## config.mk

```make
export PLATFORM = sky130hd
export DESIGN_NAME = stage_d_ex
export DESIGN_NICKNAME = d
export VERILOG_FILES = /design/src/rtl/stage_d_ex.sv
export SDC_FILE = /design/constraint.sdc
export NUM_CORES = 1
export LEC_CHECK = 0
export CAP_MARGIN = 20
export CORE_AREA = 2 2 149 151
export CTS_CLUSTER_DIAMETER = 60
export DETAILED_ROUTE_END_ITERATION = 10
export DIE_AREA = 0 0 151 153
export PLACE_DENSITY = 0.57
export SYNTH_ARGS = -nofsm -noshare
export SYNTH_HDL_FRONTEND = slang
export SYNTH_SLANG_ARGS = --single-unit
```

## constraint.sdc

```tcl
create_clock -name clk_i -period 2 [get_ports clk_i]
set_input_delay 0.3 -clock clk_i [delete_from_list [all_inputs] [get_ports clk_i]]
set_output_delay 0.3 -clock clk_i [all_outputs]
set_load 0.01 [all_outputs]
```

## src/rtl/stage_d_ex.sv

```systemverilog
`default_nettype none
// =============================================================================
// Module      : stage_d_ex
// Description : Polaris decode stage (F -> D -> X) for the OP-IMM, OP and LUI
//               groups, with back-pressure hold and RAW hazard handling.
//               Optional feature macro: STAGE_D_FWD_EN (forward x_dat_i
//               instead of interlocking).
// Revision    : 1.0
// =============================================================================
module stage_d_ex #(
    parameter int          XLEN   = 64,
    parameter logic [31:0] NOP_IR = 32'h00000013
) (
    input  logic            clk_i,
    input  logic            reset_i,
    input  logic            f_ack_i,
    input  logic [31:0]     f_dat_i,
    output logic            d_ready_o,
    input  logic            x_stall_i,
    input  logic            x_we_i,
    input  logic [4:0]      x_rd_i,
    input  logic [XLEN-1:0] x_dat_i,
    output logic [4:0]      w_rs1_o,
    output logic [4:0]      w_rs2_o,
    input  logic [XLEN-1:0] w_dat1_i,
    input  logic [XLEN-1:0] w_dat2_i,
    output logic            d_valid_o,
    output logic [XLEN-1:0] d_vs1_o,
    output logic [XLEN-1:0] d_vs2_o,
    output logic [4:0]      d_rd_o,
    output logic [3:0]      d_aluop_o,
    output logic            d_illegal_o
);

    localparam logic [6:0] c_OPC_OPIMM = 7'b0010011;
    localparam logic [6:0] c_OPC_OP    = 7'b0110011;
    localparam logic [6:0] c_OPC_LUI   = 7'b0110111;

    localparam logic [3:0] c_ALU_ADD  = 4'd0;
    localparam logic [3:0] c_ALU_SUB  = 4'd1;
    localparam logic [3:0] c_ALU_SLL  = 4'd2;
    localparam logic [3:0] c_ALU_SLT  = 4'd3;
    localparam logic [3:0] c_ALU_SLTU = 4'd4;
    localparam logic [3:0] c_ALU_XOR  = 4'd5;
    localparam logic [3:0] c_ALU_SRL  = 4'd6;
    localparam logic [3:0] c_ALU_SRA  = 4'd7;
    localparam logic [3:0] c_ALU_OR   = 4'd8;
    localparam logic [3:0] c_ALU_AND  = 4'd9;

    logic [31:0]     r_ir;
    logic            r_valid;

    logic [6:0]      w_opc;
    logic [2:0]      w_fn3;
    logic [6:0]      w_fn7;
    logic [5:0]      w_shamt6;
    logic [XLEN-1:0] w_imm_i;
    logic [XLEN-1:0] w_imm_u;
    logic [XLEN-1:0] w_shamt;
    logic            w_shamt_bad;

    logic [3:0]      w_dec_op;
    logic            w_dec_ill;
    logic            w_use_rs1;
    logic            w_use_rs2;
    logic            w_sel_imm;
    logic            w_zero_a;
    logic [XLEN-1:0] w_dec_imm;

    logic            w_x_hit;
    logic            w_haz1;
    logic            w_haz2;
    logic [XLEN-1:0] w_rs1_val;
    logic [XLEN-1:0] w_rs2_val;
    logic            w_interlock;
    logic            w_hold;

    assign w_opc   = r_ir[6:0];
    assign w_fn3   = r_ir[14:12];
    assign w_fn7   = r_ir[31:25];
    assign w_rs1_o = r_ir[19:15];
    assign w_rs2_o = r_ir[24:20];

    assign w_imm_i  = XLEN'($signed(r_ir[31:20]));
    assign w_imm_u  = XLEN'($signed({r_ir[31:12], 12'h000}));
    // Bit 25 belongs to the shift amount only on a 64-bit datapath.
    assign w_shamt6 = (XLEN == 64) ? r_ir[25:20] : {1'b0, r_ir[24:20]};
    assign w_shamt  = XLEN'(w_shamt6);
    assign w_shamt_bad = (XLEN == 32) && r_ir[25];

    function automatic logic [3:0] f_base_op(input logic [2:0] fn3);
        case (fn3)
            3'b000:  f_base_op = c_ALU_ADD;
            3'b001:  f_base_op = c_ALU_SLL;
            3'b010:  f_base_op = c_ALU_SLT;
            3'b011:  f_base_op = c_ALU_SLTU;
            3'b100:  f_base_op = c_ALU_XOR;
            3'b101:  f_base_op = c_ALU_SRL;
            3'b110:  f_base_op = c_ALU_OR;
            default: f_base_op = c_ALU_AND;
        endcase
    endfunction

    always_comb begin
        w_dec_op  = c_ALU_ADD;
        w_dec_ill = 1'b0;
        w_use_rs1 = 1'b0;
        w_use_rs2 = 1'b0;
        w_sel_imm = 1'b0;
        w_zero_a  = 1'b0;
        w_dec_imm = '0;
        case (w_opc)
            c_OPC_OPIMM: begin
                w_use_rs1 = 1'b1;
                w_sel_imm = 1'b1;
                w_dec_imm = w_imm_i;
                w_dec_op  = f_base_op(w_fn3);
                if (w_fn3 == 3'b001) begin
                    w_dec_imm = w_shamt;
                    w_dec_ill = (r_ir[31:26] != 6'b000000) || w_shamt_bad;
                end else if (w_fn3 == 3'b101) begin
                    w_dec_imm = w_shamt;
                    w_dec_op  = r_ir[30] ? c_ALU_SRA : c_ALU_SRL;
                    w_dec_ill = ((r_ir[31:26] != 6'b000000) && (r_ir[31:26] != 6'b010000))
                                || w_shamt_bad;
                end
            end
            c_OPC_OP: begin
                w_use_rs1 = 1'b1;
                w_use_rs2 = 1'b1;
                if (w_fn7 == 7'b0000000) begin
                    w_dec_op = f_base_op(w_fn3);
                end else if (w_fn7 == 7'b0100000 && w_fn3 == 3'b000) begin
                    w_dec_op = c_ALU_SUB;
                end else if (w_fn7 == 7'b0100000 && w_fn3 == 3'b101) begin
                    w_dec_op = c_ALU_SRA;
                end else begin
                    w_dec_ill = 1'b1;
                end
            end
            c_OPC_LUI: begin
                w_zero_a  = 1'b1;
                w_sel_imm = 1'b1;
                w_dec_imm = w_imm_u;
            end
            default: w_dec_ill = 1'b1;
        endcase
    end

    // Only real, legal instructions that actually read a source can conflict with X.
    assign w_x_hit = x_we_i & (x_rd_i != 5'd0) & r_valid & ~w_dec_ill;
    assign w_haz1  = w_x_hit & w_use_rs1 & (x_rd_i == w_rs1_o);
    assign w_haz2  = w_x_hit & w_use_rs2 & (x_rd_i == w_rs2_o);

`ifdef STAGE_D_FWD_EN
    assign w_rs1_val   = w_haz1 ? x_dat_i : w_dat1_i;
    assign w_rs2_val   = w_haz2 ? x_dat_i : w_dat2_i;
    assign w_interlock = 1'b0;
`else
    logic w_unused_xdat;
    assign w_unused_xdat = ^x_dat_i;
    assign w_rs1_val     = w_dat1_i;
    assign w_rs2_val     = w_dat2_i;
    // A stall already holds the stage, so the interlock bubble only shows when X moves.
    assign w_interlock   = (w_haz1 | w_haz2) & ~x_stall_i;
`endif

    assign w_hold    = x_stall_i | w_interlock;
    assign d_ready_o = ~reset_i & ~w_hold;

    always_ff @(posedge clk_i) begin
        if (reset_i) begin
            r_ir    <= NOP_IR;
            r_valid <= 1'b0;
        end else if (!w_hold) begin
            if (f_ack_i) begin
                r_ir    <= f_dat_i;
                r_valid <= 1'b1;
            end else begin
                r_ir    <= NOP_IR;
                r_valid <= 1'b0;
            end
        end
    end

    always_comb begin
        d_valid_o   = r_valid & ~w_interlock;
        d_vs1_o     = '0;
        d_vs2_o     = '0;
        d_rd_o      = 5'd0;
        d_aluop_o   = c_ALU_ADD;
        d_illegal_o = 1'b0;
        if (r_valid && !w_interlock) begin
            if (w_dec_ill) begin
                d_illegal_o = 1'b1;
            end else begin
                d_vs1_o   = w_zero_a ? '0 : w_rs1_val;
                d_vs2_o   = w_sel_imm ? w_dec_imm : w_rs2_val;
                d_rd_o    = r_ir[11:7];
                d_aluop_o = w_dec_op;
            end
        end
    end

endmodule
`default_nettype wire

```

==> summary.txt <==
Mapped Nets: 769
Clock slew at reported path FFs: 0.06 ns
DIE AREA: 23,100 um^2
Die Width: 151 um
Prevailing post-synth register cell: dfxtp_1
Startpoint types: register
Share of layout cells above drive strength 1: 53.1%
Synthesized instance count: 535
Compound-cell area share of the yosys netlist: 18.9%
Fillers: 2,066
Critical path peak fanout: 4
ANT nets after route: 0
Synth Area in Simple Gates: 38.3%
Total Wirelength: 22,500 um
Avg WL per Cell: 17.6 um
Clock root buffer: clkbuf_16
Min-Delay Path Class: register to register
Fmax: 361 MHz
Num CTS Buffers: 5
Post-synth EDFFs: 0
Tmin final: 2.77 ns
Hold_buf cts: 0
Core Rows: 54
Share of the yosys chip area belonging to registers: 16.9%
Worst vdd ir: 0.432 mV
Synth area leader: dfxtp_1
Sw power: 1760 uW
Critical Path AT: 2.47 ns
Dpl hpwl: 15,700 um
GPL Wtd Cong: 0.817
ANT cells: 0
Async SR Flop Fraction: 0%
Worst slew pin tran: 0.528 ns
PortBufs: 319
Skew-Pair Late Insertion Delay: 0.28 ns
First-pass GRT wire length: 32,600 um
Die Ht: 153 um
Area grow syn2layout: 165%
WS Path Type: register to primary output
Seq pwr share: 15.2%
Leakage power total: 0.00462 uW
Clk pwr share: 17.6%
Mux cell area share after synthesis: 6.18%
# Max-Cap Violations: 0
Average via count per standard cell: 4.59
TritonCTS Sinks: 33
Starting Density: 18.2%
Setup Total Neg Slack: -103.47 ns
Adder-Cell Fraction of Synth Area: 0%
Final hold violation count: 0
CTS tree: yes
Syn avg cell area: 7.31 um^2
Final #Nets: 1,230
Total track usage: 17.9%
Part of the power in combinational logic: 67.2%
Final Max Slew Viols: 0
RSZ-0062 raised after global routing: true
Combinational family with the most area after synthesis: simple AND/OR/NAND/NOR gates
DRC violations left: 0
GRT Residual Overflow: 0
Internal: 2910 uW
Final worst-path cycle share: 138%
TritonRoute pass-1 iters: 4
First DRT Iteration DRCs: 237
PD cells: 450 nW/um^2
Max clock buf depth: 2
Clock Skew: 0.00755 ns
Post-Synth XOR/XNOR Area: 2.46%
Total power after layout: 4670 uW
Largest net degree at the start of global routing: 34
Setup ws final: -0.770 ns
Core area: 21,500 um^2
Synth Register Bits: 33
Largest cells by area after synthesis: dfxtp_1, nor3_2, nor3_1
Failing checks: setup timing
Sw Ratio: 37.7%
Outcome: finished with violations
Required time worst endpoint: 1.70 ns
Slew HR: 64.7%
Count of cell types in the netlist: 52
YS warnings: 0
Netlist area before placement: 3910 um^2
Detailed-route via count: 5,857
Vias in the first global route: 5,834
Worst setup EP type: primary output
Antenna violations before repair: 0
H-tree depth: 2
Final setup vio count: 172
I/O pin cnt: 384
Top cell type's share of synthesized area: 16.9%
==> flip-flops by register name, indices dropped and copies added (netlist names) <==
name     flops
r_ir        32
r_valid      1
==> cells in the final DEF (no fill, tap or decap), drive strengths merged, types with 2 or more instances in the layout <==
master	synthesis	layout
o21ai	38	38
nor2	5	5
a32o	8	8
dfxtp	33	33
nand2b	3	3
clkdlybuf4s50	0	174
a2111oi	2	2
o22ai	2	2
mux2i	23	23
dlygate4sd2	0	5
and3	6	6
a221oi	19	19
nand2	25	25
clkbuf	32	10
nand3	23	23
and2	3	3
inv	69	69
o2111ai	2	2
or4	2	2
o31ai	2	2
nor3b	13	13
nor2b	4	4
buf	40	344
xnor2	10	10
nand4	2	2
a22oi	5	5
a21oi	10	10
o2111a	2	2
o311ai	2	2
nor4	2	2
nor3	135	135
==> stage by stage <==
step | cell area, um^2 | util [%] | cells | worst slack (ns) | hold slack [ns]
2_1_floorplan | 4910 | - | 535 | -0.176 | 0.429
3_3_place_gp | 9070 | 42.2 | 1184 | -1.20 | 0.442
3_5_place_dp | 9070 | 42.2 | 1184 | -1.23 | 0.445
4_1_cts | 9760 | 45.4 | 1250 | -0.941 | 0.455
5_1_grt | 10400 | 48.3 | 1277 | -0.846 | 0.484
6_report | 10400 | 48.3 | 1277 | -0.770 | 0.453
==> path summary, 6_finish.rpt <==
kind	startpoint	depth (start not counted)	slack, ns	to
max reg2reg	r_ir[26]	11	-0.45	r_ir[12]
max	r_ir[26]	10	-0.77	d_vs1_o[11]
min reg2reg	r_ir[11]	2	0.45	r_ir[11]
min	r_ir[11]	2	0.45	r_ir[11]
==> cells by family (layout without fill, tap and decap cells) <==
family                 after synthesis  count (layout)
buffers and inverters              141             603
XOR/XNOR                            11              11
multiplexers                        24              24
AO/OA/AOI/OAI                      100             100
AND/OR/NAND/NOR                    226             226
flip-flops                          33              33
==> synthesized netlist by cell type (all sizes together), types with 2 or more instances <==
| master | number |
|---|---|
| a22oi | 5 |
| o2111a | 2 |
| and3 | 6 |
| nor3 | 135 |
| clkbuf | 32 |
| nand2b | 3 |
| a21oi | 10 |
| inv | 69 |
| a32o | 8 |
| o311ai | 2 |
| nor2 | 5 |
| nand3 | 23 |
| nand2 | 25 |
| and2 | 3 |
| o21ai | 38 |
| nand4 | 2 |
| dfxtp | 33 |
| xnor2 | 10 |
| buf | 40 |
| nor3b | 13 |
| a2111oi | 2 |
| or4 | 2 |
| o22ai | 2 |
| nor4 | 2 |
| mux2i | 23 |
| o2111ai | 2 |
| a221oi | 19 |
| nor2b | 4 |
| o31ai | 2 |
==> cell type report <==
type | instances | area [um^2] | area share, %
clock buffer | 7 | 153 | 1.47
clock inverter | 1 | 5.00 | 0.0483
inverter | 69 | 259 | 2.50
sequential | 33 | 669 | 6.45
multi-input combinational | 361 | 3760 | 36.3
tap | 280 | 350 | 3.38
timing repair buffer | 526 | 5170 | 49.9
==> metal layers <==
layer / global-route usage (%) / wire (um)
met1: 19.3 / 8270
met2: 34.2 / 11900
met3: 4.90 / 1910
met4: 4.45 / 460
met5: 0 / 0
==> critical path, stage by stage (launching register included) <==
cell	delay [ns]
dfxtp_2	0.31
or4_4	0.55
nor3_4	0.21
buf_6	0.14
o2111ai_4	0.16
buf_12	0.17
buf_12	0.13
buf_12	0.13
buf_12	0.13
nor3_4	0.11
buf_2	0.16
==> what timing repair did <==
item                       4_1_cts  5_1_grt
buffers inserted                47       35
setup endpoints to repair      172      173
cloned                          13        3
pin swaps                       32      120
resized for setup              611      146
==> power by group through the flow <==
stage | clock network [uW] | logic [uW] | registers [uW]
floorplan | 0 | 1210 | 723
global placement | 0 | 2200 | 723
detailed placement | 0 | 2200 | 723
CTS | 833 | 2830 | 709
global route | 857 | 3320 | 713
finish | 823 | 3140 | 710
(Power assumes the default switching activity.)
